## src/rtl/alu_pkg.sv

```systemverilog
// alu_pkg: opcodes, muldiv FSM states and the iterative-op classifier; ALU_DIV_EN enables DIV/DIVU as iterative ops
package alu_pkg;
  typedef enum logic [4:0] {
    C_ADD_U = 5'd0,
    C_SUB_U = 5'd1,
    C_AND   = 5'd2,
    C_OR    = 5'd3,
    C_XOR   = 5'd4,
    C_SLL   = 5'd5,
    C_SRL   = 5'd6,
    C_SRA   = 5'd7,
    C_SLT   = 5'd8,
    C_SLTU  = 5'd9,
    C_MFHI  = 5'd10,
    C_MFLO  = 5'd11,
    C_JR    = 5'd12,
    C_BEQ   = 5'd13,
    C_BNE   = 5'd14,
    C_BLEZ  = 5'd15,
    C_BGTZ  = 5'd16,
    C_BLTZ  = 5'd17,
    C_BGEZ  = 5'd18,
    C_MULT  = 5'd19,
    C_MUL_U = 5'd20,
    C_DIV   = 5'd21,
    C_DIVU  = 5'd22
  } alu_sel_t;
  typedef enum logic [1:0] {IDLE = 2'd0, RUN = 2'd1, DONE = 2'd2} muldiv_state_t;
  function automatic logic is_iter(alu_sel_t s);
`ifdef ALU_DIV_EN
    return s == C_MULT || s == C_MUL_U || s == C_DIV || s == C_DIVU;
`else
    return s == C_MULT || s == C_MUL_U;
`endif
  endfunction
endpackage

```

## src/rtl/alu_iter_muldiv.sv

```systemverilog
// alu_iter_muldiv: WIDTH-cycle shift-add multiplier (restoring divider when ALU_DIV_EN) producing {hi,lo}
module alu_iter_muldiv
  import alu_pkg::*;
#(
  parameter int WIDTH   = 32,
  parameter int SHAMT_W = $clog2(WIDTH)
) (
  input  logic             clk,
  input  logic             rst,
  input  logic             i_start,
  input  alu_sel_t         i_op,
  input  logic [WIDTH-1:0] i_a,
  input  logic [WIDTH-1:0] i_b,
  output logic             o_busy,
  output logic             o_done,
  output logic [WIDTH-1:0] o_hi,
  output logic [WIDTH-1:0] o_lo
);
  muldiv_state_t r_state;
  logic [SHAMT_W-1:0] r_cnt;
  logic [WIDTH-1:0] r_hi, r_lo, r_mcand;
  logic r_neg_q;
  logic w_sgn, w_last;
  logic [WIDTH-1:0] w_ma, w_mb, w_nhi, w_nlo;
  logic [WIDTH:0] w_sum;
  logic [2*WIDTH-1:0] w_prod;
`ifdef ALU_DIV_EN
  logic r_div, r_neg_r, r_dz;
  logic [WIDTH-1:0] r_a;
  logic [WIDTH:0] w_sh, w_diff;
  assign w_sgn  = i_op == C_MULT || i_op == C_DIV;
  assign w_sh   = {r_hi, r_lo[WIDTH-1]};
  assign w_diff = w_sh - {1'b0, r_mcand};
`else
  assign w_sgn = i_op == C_MULT;
`endif
  assign w_ma   = (w_sgn & i_a[WIDTH-1]) ? -i_a : i_a;
  assign w_mb   = (w_sgn & i_b[WIDTH-1]) ? -i_b : i_b;
  assign w_sum  = {1'b0, r_hi} + {1'b0, {WIDTH{r_lo[0]}} & r_mcand};
  assign w_prod = {w_sum, r_lo[WIDTH-1:1]};
  assign w_last = r_state == RUN && r_cnt == SHAMT_W'(WIDTH - 1);
  assign o_busy = r_state == RUN;
  assign o_done = w_last;
  // next {hi,lo} step plus sign/zero-divide fixup of the final value
  always_comb begin
`ifdef ALU_DIV_EN
    w_nhi = r_div ? (w_diff[WIDTH] ? w_sh[WIDTH-1:0] : w_diff[WIDTH-1:0]) : w_prod[2*WIDTH-1:WIDTH];
    w_nlo = r_div ? {r_lo[WIDTH-2:0], ~w_diff[WIDTH]} : w_prod[WIDTH-1:0];
    {o_hi, o_lo} = r_neg_q ? -{w_nhi, w_nlo} : {w_nhi, w_nlo};
    if (r_div) begin
      o_lo = r_dz ? '1 : r_neg_q ? -w_nlo : w_nlo;
      o_hi = r_dz ? r_a : r_neg_r ? -w_nhi : w_nhi;
    end
`else
    w_nhi = w_prod[2*WIDTH-1:WIDTH];
    w_nlo = w_prod[WIDTH-1:0];
    {o_hi, o_lo} = r_neg_q ? -w_prod : w_prod;
`endif
  end
  // IDLE/DONE load magnitudes on start; RUN performs one iteration per cycle
  always_ff @(posedge clk) begin
    if (rst) begin
      r_state <= IDLE;
      r_cnt   <= '0;
      r_hi    <= '0;
      r_lo    <= '0;
      r_mcand <= '0;
      r_neg_q <= 1'b0;
`ifdef ALU_DIV_EN
      r_div   <= 1'b0;
      r_neg_r <= 1'b0;
      r_dz    <= 1'b0;
      r_a     <= '0;
`endif
    end else if (r_state == RUN) begin
      r_state <= w_last ? DONE : RUN;
      r_cnt   <= r_cnt + SHAMT_W'(1);
      r_hi    <= w_nhi;
      r_lo    <= w_nlo;
    end else begin
      r_state <= i_start ? RUN : IDLE;
      if (i_start) begin
        r_cnt   <= '0;
        r_hi    <= '0;
        r_lo    <= w_ma;
        r_mcand <= w_mb;
        r_neg_q <= w_sgn & (i_a[WIDTH-1] ^ i_b[WIDTH-1]);
`ifdef ALU_DIV_EN
        r_div   <= i_op == C_DIV || i_op == C_DIVU;
        r_neg_r <= w_sgn & i_a[WIDTH-1];
        r_dz    <= i_b == '0;
        r_a     <= i_a;
`endif
      end
    end
  end
endmodule

```

## src/rtl/alu_mc.sv

```systemverilog
// alu_mc: multi-cycle MIPS execute ALU with HI/LO and iterative MULT/MULTU; ALU_DIV_EN adds DIV/DIVU
module alu_mc
  import alu_pkg::*;
#(
  parameter int WIDTH   = 32,
  parameter int SHAMT_W = $clog2(WIDTH)
) (
  input  logic               clk,
  input  logic               rst,
  input  logic               in_valid,
  output logic               in_ready,
  input  alu_sel_t           sel,
  input  logic [WIDTH-1:0]   a,
  input  logic [WIDTH-1:0]   b,
  input  logic [SHAMT_W-1:0] shamt,
  output logic               out_valid,
  output logic [WIDTH-1:0]   result,
  output logic               branch_taken,
  output logic               busy
);
  logic [WIDTH-1:0] r_hi, r_lo, w_res, w_md_hi, w_md_lo;
  logic w_acc, w_iter, w_br, w_done;
  assign in_ready = ~busy;
  assign w_acc    = in_valid & in_ready;
  assign w_iter   = is_iter(sel);
  alu_iter_muldiv #(.WIDTH(WIDTH), .SHAMT_W(SHAMT_W)) u_md (
    .clk(clk), .rst(rst), .i_start(w_acc & w_iter), .i_op(sel), .i_a(a), .i_b(b),
    .o_busy(busy), .o_done(w_done), .o_hi(w_md_hi), .o_lo(w_md_lo)
  );
  // single-cycle result and branch condition; iterative and undefined codes yield zero
  always_comb begin
    w_res = '0;
    w_br  = 1'b0;
    case (sel)
      C_ADD_U: w_res = a + b;
      C_SUB_U: w_res = a - b;
      C_AND:   w_res = a & b;
      C_OR:    w_res = a | b;
      C_XOR:   w_res = a ^ b;
      C_SLL:   w_res = b << shamt;
      C_SRL:   w_res = b >> shamt;
      C_SRA:   w_res = $signed(b) >>> shamt;
      C_SLT:   w_res = {{(WIDTH-1){1'b0}}, $signed(a) < $signed(b)};
      C_SLTU:  w_res = {{(WIDTH-1){1'b0}}, a < b};
      C_MFHI:  w_res = r_hi;
      C_MFLO:  w_res = r_lo;
      C_JR:    w_res = a;
      C_BEQ:   w_br = a == b;
      C_BNE:   w_br = a != b;
      C_BLEZ:  w_br = a[WIDTH-1] | (a == '0);
      C_BGTZ:  w_br = ~a[WIDTH-1] & (a != '0);
      C_BLTZ:  w_br = a[WIDTH-1];
      C_BGEZ:  w_br = ~a[WIDTH-1];
      default: ;
    endcase
  end
  // output registers; HI/LO only change when an iterative op completes
  always_ff @(posedge clk) begin
    if (rst) begin
      r_hi         <= '0;
      r_lo         <= '0;
      out_valid    <= 1'b0;
      result       <= '0;
      branch_taken <= 1'b0;
    end else if (w_done) begin
      r_hi         <= w_md_hi;
      r_lo         <= w_md_lo;
      out_valid    <= 1'b1;
      result       <= '0;
      branch_taken <= 1'b0;
    end else begin
      out_valid    <= w_acc & ~w_iter;
      result       <= (w_acc & ~w_iter) ? w_res : result;
      branch_taken <= (w_acc & ~w_iter) ? w_br : branch_taken;
    end
  end
endmodule

```

## config.mk

```make
export PLATFORM = sky130hd
export DESIGN_NAME = alu_mc
export DESIGN_NICKNAME = d
export VERILOG_FILES = /design/src/rtl/alu_pkg.sv /design/src/rtl/alu_iter_muldiv.sv /design/src/rtl/alu_mc.sv
export SDC_FILE = /design/constraint.sdc
export NUM_CORES = 1
export LEC_CHECK = 0
export CORE_MARGIN = 8
export CORE_UTILIZATION = 45
export CTS_CLUSTER_DIAMETER = 150
export DETAILED_ROUTE_END_ITERATION = 7
export DONT_BUFFER_PORTS = 1
export GPL_TIMING_DRIVEN = 0
export HOLD_SLACK_MARGIN = 0.05
export PLACE_DENSITY_LB_ADDON = 0.2
export SLEW_MARGIN = 10
export SYNTH_ARGS = -nofsm -noshare
export SYNTH_HDL_FRONTEND = slang
export SYNTH_SLANG_ARGS = --single-unit
```

## constraint.sdc

```tcl
create_clock -name clk -period 4.55 [get_ports clk]
set_clock_uncertainty 0.1 [all_clocks]
set_input_delay 1.365 -clock clk [delete_from_list [all_inputs] [get_ports clk]]
set_output_delay 1.365 -clock clk [all_outputs]
set_load 0.02 [all_outputs]
```

==> impl_results.md, run 1 <==
- VDD IR max: ~280 uV
- Worst path most repeated cell: clkbuf_1
- Crit start category: input port
- R2r endpoint: r_hi[25]
- RePlAce Congestion: 1.06
- Share of the synthesized area in the top cell type: about a fifth
- Clock period minus worst slack: around 4.6 ns
- Final non-filler cell total: between 3000 and 4000
- Final Cycle Share: 102%
- Final setup violating endpoints: 3
- Worst-Margin Slew: between 1 and 1.5 ns
- Crit Path Max Fanout: 10
- Endpoint, Worst Hold: u_md.r_mcand[0]
- Area grow syn2layout: 11.1%
- Maximum achievable frequency: approximately 220 MHz
- Final Hold Fails: 0
- Detailed Place HPWL: between 80 and 90 mm
- Critical path cell sequence: clkbuf_1 > clkbuf_1 > or3_1 > clkbuf_1 > clkbuf_1 > o211ai_1 > o21ai_0 > o2111ai_1 > o21ai_0 > a21oi_1
- Die W: about 230 um
- Initial core utilization: between 40% and 50%
- Slowest CP cell: clkbuf_1
- Synthesized Nets: 3044
- Worst Hold Class: register to register
- Final WS setup: -0.0825 ns
- Failing checks: negative setup slack
- CP endpoint kind: register
- Cells after synthesis: between 2000 and 3000
- Vias in the first global route: 21700
- Synth cell types: ~90
- Status: complete, but fails checks
- Final setup TNS: -0.139 ns
- Layout cell share with drive strength beyond 1: between 9 and 10%
- Drt total wl: 110 mm
- Total congestion overflow: 0
- Clk buf depth: 3
- Slew Limit Fails: 0
- Clk Latency, worst-skew pair: roughly 0.57 ns
- Top cells by area, synth: dfxtp_1 (19%), ha_1 (8.0%), nor2_1 (6.3%)
- I/O Buffers: 0
- Commonest non-fill, non-tap cell in the layout: nor2_1
- Post-synth EDFFs: 0
- Flop-to-flop setup slack: 0.08 ns
- RSZ-0062 raised after global routing: true
- Die span in y: between 200 and 250 um
- Max_slew headroom: ~25%
- Die area: around 53000 um^2
- # DRC: 0
- Row count: 79
- Core area: between 40000 and 50000 um^2
- Drt pass-1 iters: 7
- Clock Sinks: between 200 and 250
- Synth Area per Inst: 7.35 um^2
- Ys flop type: dfxtp_1
- Initial drt markers: between 3000 and 4000
- Mapped Area: roughly 21000 um^2
- TritonCTS buffer count: 25
- Gr usage total: around two fifths
- CP max stage delay: between 0.7 and 0.8 ns
- Tot Pwr: approximately 5.3 mW
- # hold bufs at CTS: 0
- Most frequent cells in the layout: nor2_1 (346), nand2_1 (238), a21oi_1 (229)
- H-tree levels: 1
- Final instance area: roughly 23000 um^2
- Worst hold slack: between 0.3 and 0.4 ns
- Clk root buf: clkbuf_16
- CTS tree: done
- CP required: a little under 5 ns
- Initial antenna violation count: 7
- PD cells: 228 nW/um^2
- Synth async-reset ratio: 0%
- R2r worst-path depth: 15
- Reg-to-reg startpoint: u_md.r_lo[0]
- Setup CP Type: input port to register
- Final net count: around 3100
- Synth Register Bits: between 200 and 250
- Vias: approximately 24000
- HP Start: u_md.r_mcand[0]
- Yosys top cell by area: dfxtp_1
- Utilization after layout: ~50%
- Synth Warn #: 0
- Post-DP Area: between 20000 and 25000 um^2
- Seq/Total Area, Yosys: between 10% and 20%
- Wire per inst: between 30 and 40 um
- CTS clock-pin slew for the worst setup and hold paths: about 0.06 ns
- First-pass GRT wire length: roughly 160 mm
- Setup slack at placement: -1.90 ns
- Largest net degree at the start of global routing: 13
- Via density: 6.91
- DRT antenna net count: 0
- Total I/O pin count: 113
- Leakage: between 8 and 9 nW
- Max cap viols: 0
- Hold path cells: 2
- Cells after DPL: between 3000 and 4000
- Data arrival, critical path: 4.96 ns
[layout make-up]
cell class / count / area (um^2)
repair buffers: 25 / 191
plain buffers: 219 / 912
inverters: 116 / 435
flip-flops and latches: 202 / 4050
multi-input cells: 2279 / 16000
diodes: 11 / 27.5
well taps: 607 / 759
fillers: 4712 / 22900
clock buffers: 36 / 717
clock inverters: 10 / 75.1
[synth_stat cells, drive strengths merged, types with 7 or more instances]
master,count
o21ai,182
o221ai,8
mux4,48
a211o,7
or2,15
a211oi,93
xor2,54
nand2b,19
o2111ai,11
dfxtp,202
buf,38
or4,14
o21a,13
o31ai,30
o211ai,15
a21oi,238
and3,17
xnor2,93
and2,42
a31oi,38
nand3b,7
a21o,31
o41ai,19
a22o,19
o22ai,23
nor3,66
o21bai,17
a221o,14
nand4,27
nor4,29
mux2i,74
nand3,50
nand2,238
a311oi,10
a31o,9
or3,23
nor2,348
a22oi,62
nor2b,18
inv,116
a221oi,28
clkbuf,196
a2111oi,14
ha,133
[what timing repair did]
action,in CTS,in global routing
endpoints found under the setup margin,47,42
buffers inserted,14,8
pin swaps,7,21
cloned,0,0
resized for setup,78,93
[logic make-up (layout without fill, tap and decap cells)]
group / Yosys count / count (layout) / share of synthesized area [%]
XOR/XNOR: 147 / 147 / 6.18
buffers and inverters: 350 / 406 / 6.35
multiplexers: 127 / 127 / 9.02
AO/OA/AOI/OAI: 934 / 934 / 29.9
AND/OR/NAND/NOR: 935 / 935 / 20.9
other: 0 / 11 / 0
adder cells (fa/ha/maj): 136 / 136 / 8.28
flip-flops: 202 / 202 / 19.4
[critical path: cells and delay by family]
kind                   cells  cell delay, ns
AOI/OAI and AO/OA          5            1.06
and+or+nand+nor            1            0.26
buffers and inverters      4            2.26
[power by group]
part | total (mW) | switching (mW) | internal, mW
clock | 1.98 | 0.877 | 1.10
sequential | 1.83 | 0.0362 | 1.79
combinational | 1.47 | 1.00 | 0.465
total | 5.28 | 1.92 | 3.36
[sequential cells by signal (all words and copies together), names as in the netlist, 2 cells and up]
name,cells
u_md.r_lo,32
result,32
u_md.r_state,2
u_md.r_hi,32
r_lo,32
u_md.r_cnt,5
u_md.r_mcand,32
r_hi,32
[per-layer routing]
layer	GRT usage, %	routed length (um)	up-vias
met2	56.7	44600	1716
met3	10.2	13500	373
li1	-	-	10500
met1	51.3	43200	11600
met5	0	9	-
met4	24.1	9050	2
[how the worst max path moves through the flow]
stage	start	endpoint	cells after the start
after floorplan	shamt[0]	result[17]	13
after global placement	shamt[1]	result[26]	14
after detailed placement	shamt[1]	result[26]	14
after CTS	u_md.r_lo[0]	r_hi[25]	16
after global routing	u_md.r_lo[0]	r_hi[25]	15
final	sel[2]	result[2]	10
Power figures use the tool's default switching activity.
==> run 2: changes to the inputs <==
Settings changed: SLEW_MARGIN 10 to 0.
==> impl_results.md, run 2 (synthesis gave the netlist of run 1 again) <==
- Worst Hold Class: register to register (unchanged)
- Leakage: 8.71 nW (was 8.67 nW)
- Crit start category: register (was input port)
- Area grow syn2layout: 11.5% (was 11.1%)
- Grt peak-use layer: met2 (unchanged)
- Initial drt markers: 3713 (was 3591)
- Max_slew headroom: 27.7% (was 24.6%)
- Core area: 46100 um^2 (unchanged)
- Cells after DPL: 3440 (was 3441)
- Endpoint, Worst Hold: u_md.r_mcand[0] (unchanged)
- Reg-to-reg startpoint: u_md.r_lo[0] (unchanged)
- Largest net degree at the start of global routing: 13 (unchanged)
- Flop-to-flop setup slack: -0.06 ns (was 0.08 ns)
- Setup CP Type: register to register (was input port to register)
- Data arrival, critical path: 4.99 ns (was 4.96 ns)
- Clock Sinks: 202 (unchanged)
- Vias in the first global route: 22000 (was 21700)
- Slew Limit Fails: 0 (unchanged)
- # hold bufs at CTS: 0 (unchanged)
- Final net count: 3080 (was 3081)
- Tot Pwr: 5.40 mW (was 5.28 mW)
- Failing checks: design-rule violations, negative setup slack (was negative setup slack)
- Die span in y: 231 um (unchanged)
- Final Hold Fails: 0 (unchanged)
- Die area: 53400 um^2 (unchanged)
- Drt pass-1 iters: 8 (was 7)
- Final setup violating endpoints: 4 (was 3)
- Final non-filler cell total: 3497 (was 3505)
- Final Cycle Share: 101% (was 102%)
- Combinational Power Share: 27.2% (was 27.8%)
- H-tree levels: 1 (unchanged)
- Drt total wl: 111 mm (was 110 mm)
- HP Start: u_md.r_mcand[0] (unchanged)
- CTS clock-pin slew for the worst setup and hold paths: 0.06 ns (about the same)
- Layout cell share with drive strength beyond 1: 9.51% (was 9.66%)
- Sequential power share: 33.9% (was 34.6%)
- VDD IR max: 284 uV (was 277 uV)
- Met2 Usage GRT: 57.1% (was 56.7%)
- Clock period minus worst slack: 4.61 ns (was 4.63 ns)
- TritonCTS buffer count: 25 (unchanged)
- Max cap viols: 0 (unchanged)
- Hold path cells: 2 (unchanged)
- Internal: 3.52 mW (was 3.36 mW)
- Worst-Margin Slew: 1.08 ns (was 1.13 ns)
- Most frequent cells in the layout: nor2_1 (346), nand2_1 (238), a21oi_1 (230) (was nor2_1 (346), nand2_1 (238), a21oi_1 (229))
- Total I/O pin count: 113 (unchanged)
- GR Util met3: 10.3% (was 10.2%)
- Initial core utilization: 45.2% (unchanged)
- Clk root buf: clkbuf_16 (unchanged)
- DRT antenna net count: 0 (unchanged)
- Die W: 231 um (unchanged)
- Total congestion overflow: 0 (unchanged)
- Initial antenna violation count: 5 (was 7)
- R2r worst-path depth: 17 (was 15)
- R2r endpoint: r_hi[25] (unchanged)
- Commonest non-fill, non-tap cell in the layout: nor2_1 (unchanged)
- CP required: 4.93 ns (was 4.87 ns)
- RePlAce Congestion: 1.06 (unchanged)
- Clk buf depth: 3 (unchanged)
- # DRC: 5 (was 0)
- RSZ-0062 raised after global routing: true (unchanged)
- Vias: 23900 (was 24200)
- Maximum achievable frequency: 217 MHz (was 216 MHz)
- Gr usage total: 39.3% (was 39.1%)
- Row count: 79 (unchanged)
- Via density: 6.84 (was 6.91)
- CTS tree: done (unchanged)
- Met1 Usage GRT: 51.2% (was 51.3%)
- Final WS setup: -0.0638 ns (was -0.0825 ns)
- Status: complete, but fails checks (unchanged)
- CP endpoint kind: register (unchanged)
- First-pass GRT wire length: 157 mm (was 155 mm)
- Crit Path Max Fanout: 10 (unchanged)
- Clk Latency, worst-skew pair: 0.57 ns (about the same)
- PD cells: 233 nW/um^2 (was 228 nW/um^2)
- Detailed Place HPWL: 88.4 mm (was 88.2 mm)
- Clock share of power: 38.9% (was 37.5%)
- Wire per inst: 31.6 um (was 31.5 um)
- Net Switching: 1.88 mW (was 1.92 mW)
- I/O Buffers: 0 (unchanged)
- Sw Ratio: 34.9% (was 36.3%)
-- run 2: power by group through the flow --
stage | logic, mW | clock network, mW | registers [mW]
floorplan | 0.895 | 0 | 1.86
global placement | 1.35 | 0 | 1.87
detailed placement | 1.35 | 0 | 1.87
CTS | 1.37 | 2.11 | 1.83
global route | 1.52 | 2.19 | 1.83
finish | 1.47 | 2.10 | 1.83
-- run 2: metrics by stage --
stage | utilization (%) | setup TNS [ns] | setup slack [ns] | hold WS, ns | instance area [um^2]
finish | 50.4 | -0.102 | -0.0638 | 0.356 | 23200
global route | 50.4 | -0.867 | -0.171 | 0.404 | 23200
CTS | 49.5 | -0.0767 | -0.0767 | 0.350 | 22800
detailed placement | 46.9 | -39.85 | -1.91 | 0.342 | 21600
global placement | 46.8 | -48.70 | -1.93 | 0.338 | 21600
floorplan | - | 0 | 0.0391 | 0.332 | 20800
-- run 2: cell type report --
cell class	instances	area, um^2
clock buffer	32	672
timing repair buffer	26	203
inverter	116	439
sequential	202	4050
multi-input combinational	2279	16000
fill	4719	22900
antenna	8	20.0
tap	607	759
clock inverter	10	159
buffer	217	898
-- run 2: worst max-delay path by stage --
stage                      start  slack, ns          to  cells past startpoint
floorplan               shamt[0]       0.04  result[17]                     13
global placement        shamt[1]      -1.93  result[26]                     14
detailed placement      shamt[0]      -1.91  result[21]                     14
CTS                 u_md.r_lo[0]      -0.08    r_hi[25]                     16
global route        u_md.r_lo[0]      -0.17    r_hi[25]                     17
finish              u_md.r_lo[0]      -0.06    r_hi[25]                     17
-- run 2: per-layer routing --
layer / part of all wire (%) / vias to the layer above / wire length (um)
li1: - / 10500 / -
met1: 39 / 11500 / 43500
met2: 40 / 1639 / 44700
met3: 12 / 311 / 13500
met4: 8.0 / 0 / 8840
met5: 0 / - / 0
-- run 2: worst max-delay path, stage by stage (launching register included) --
cell	delay, ns
dfxtp_4	0.36
clkbuf_2	0.15
and2_1	0.21
ha_1	0.28
buf_4	0.16
inv_1	0.10
o21ba_4	0.24
a31oi_4	0.29
buf_4	0.17
buf_6	0.09
a21oi_4	0.07
xnor2_4	0.17
or4_4	0.44
or4_4	0.55
or4_4	0.49
o31a_1	0.31
xor2_1	0.15
a211oi_2	0.18
-- run 2: repair_timing --
item	4_1_cts	5_1_grt
setup buffers	10	14
resized for setup	80	97
setup endpoints to repair	45	48
pin swaps	10	23
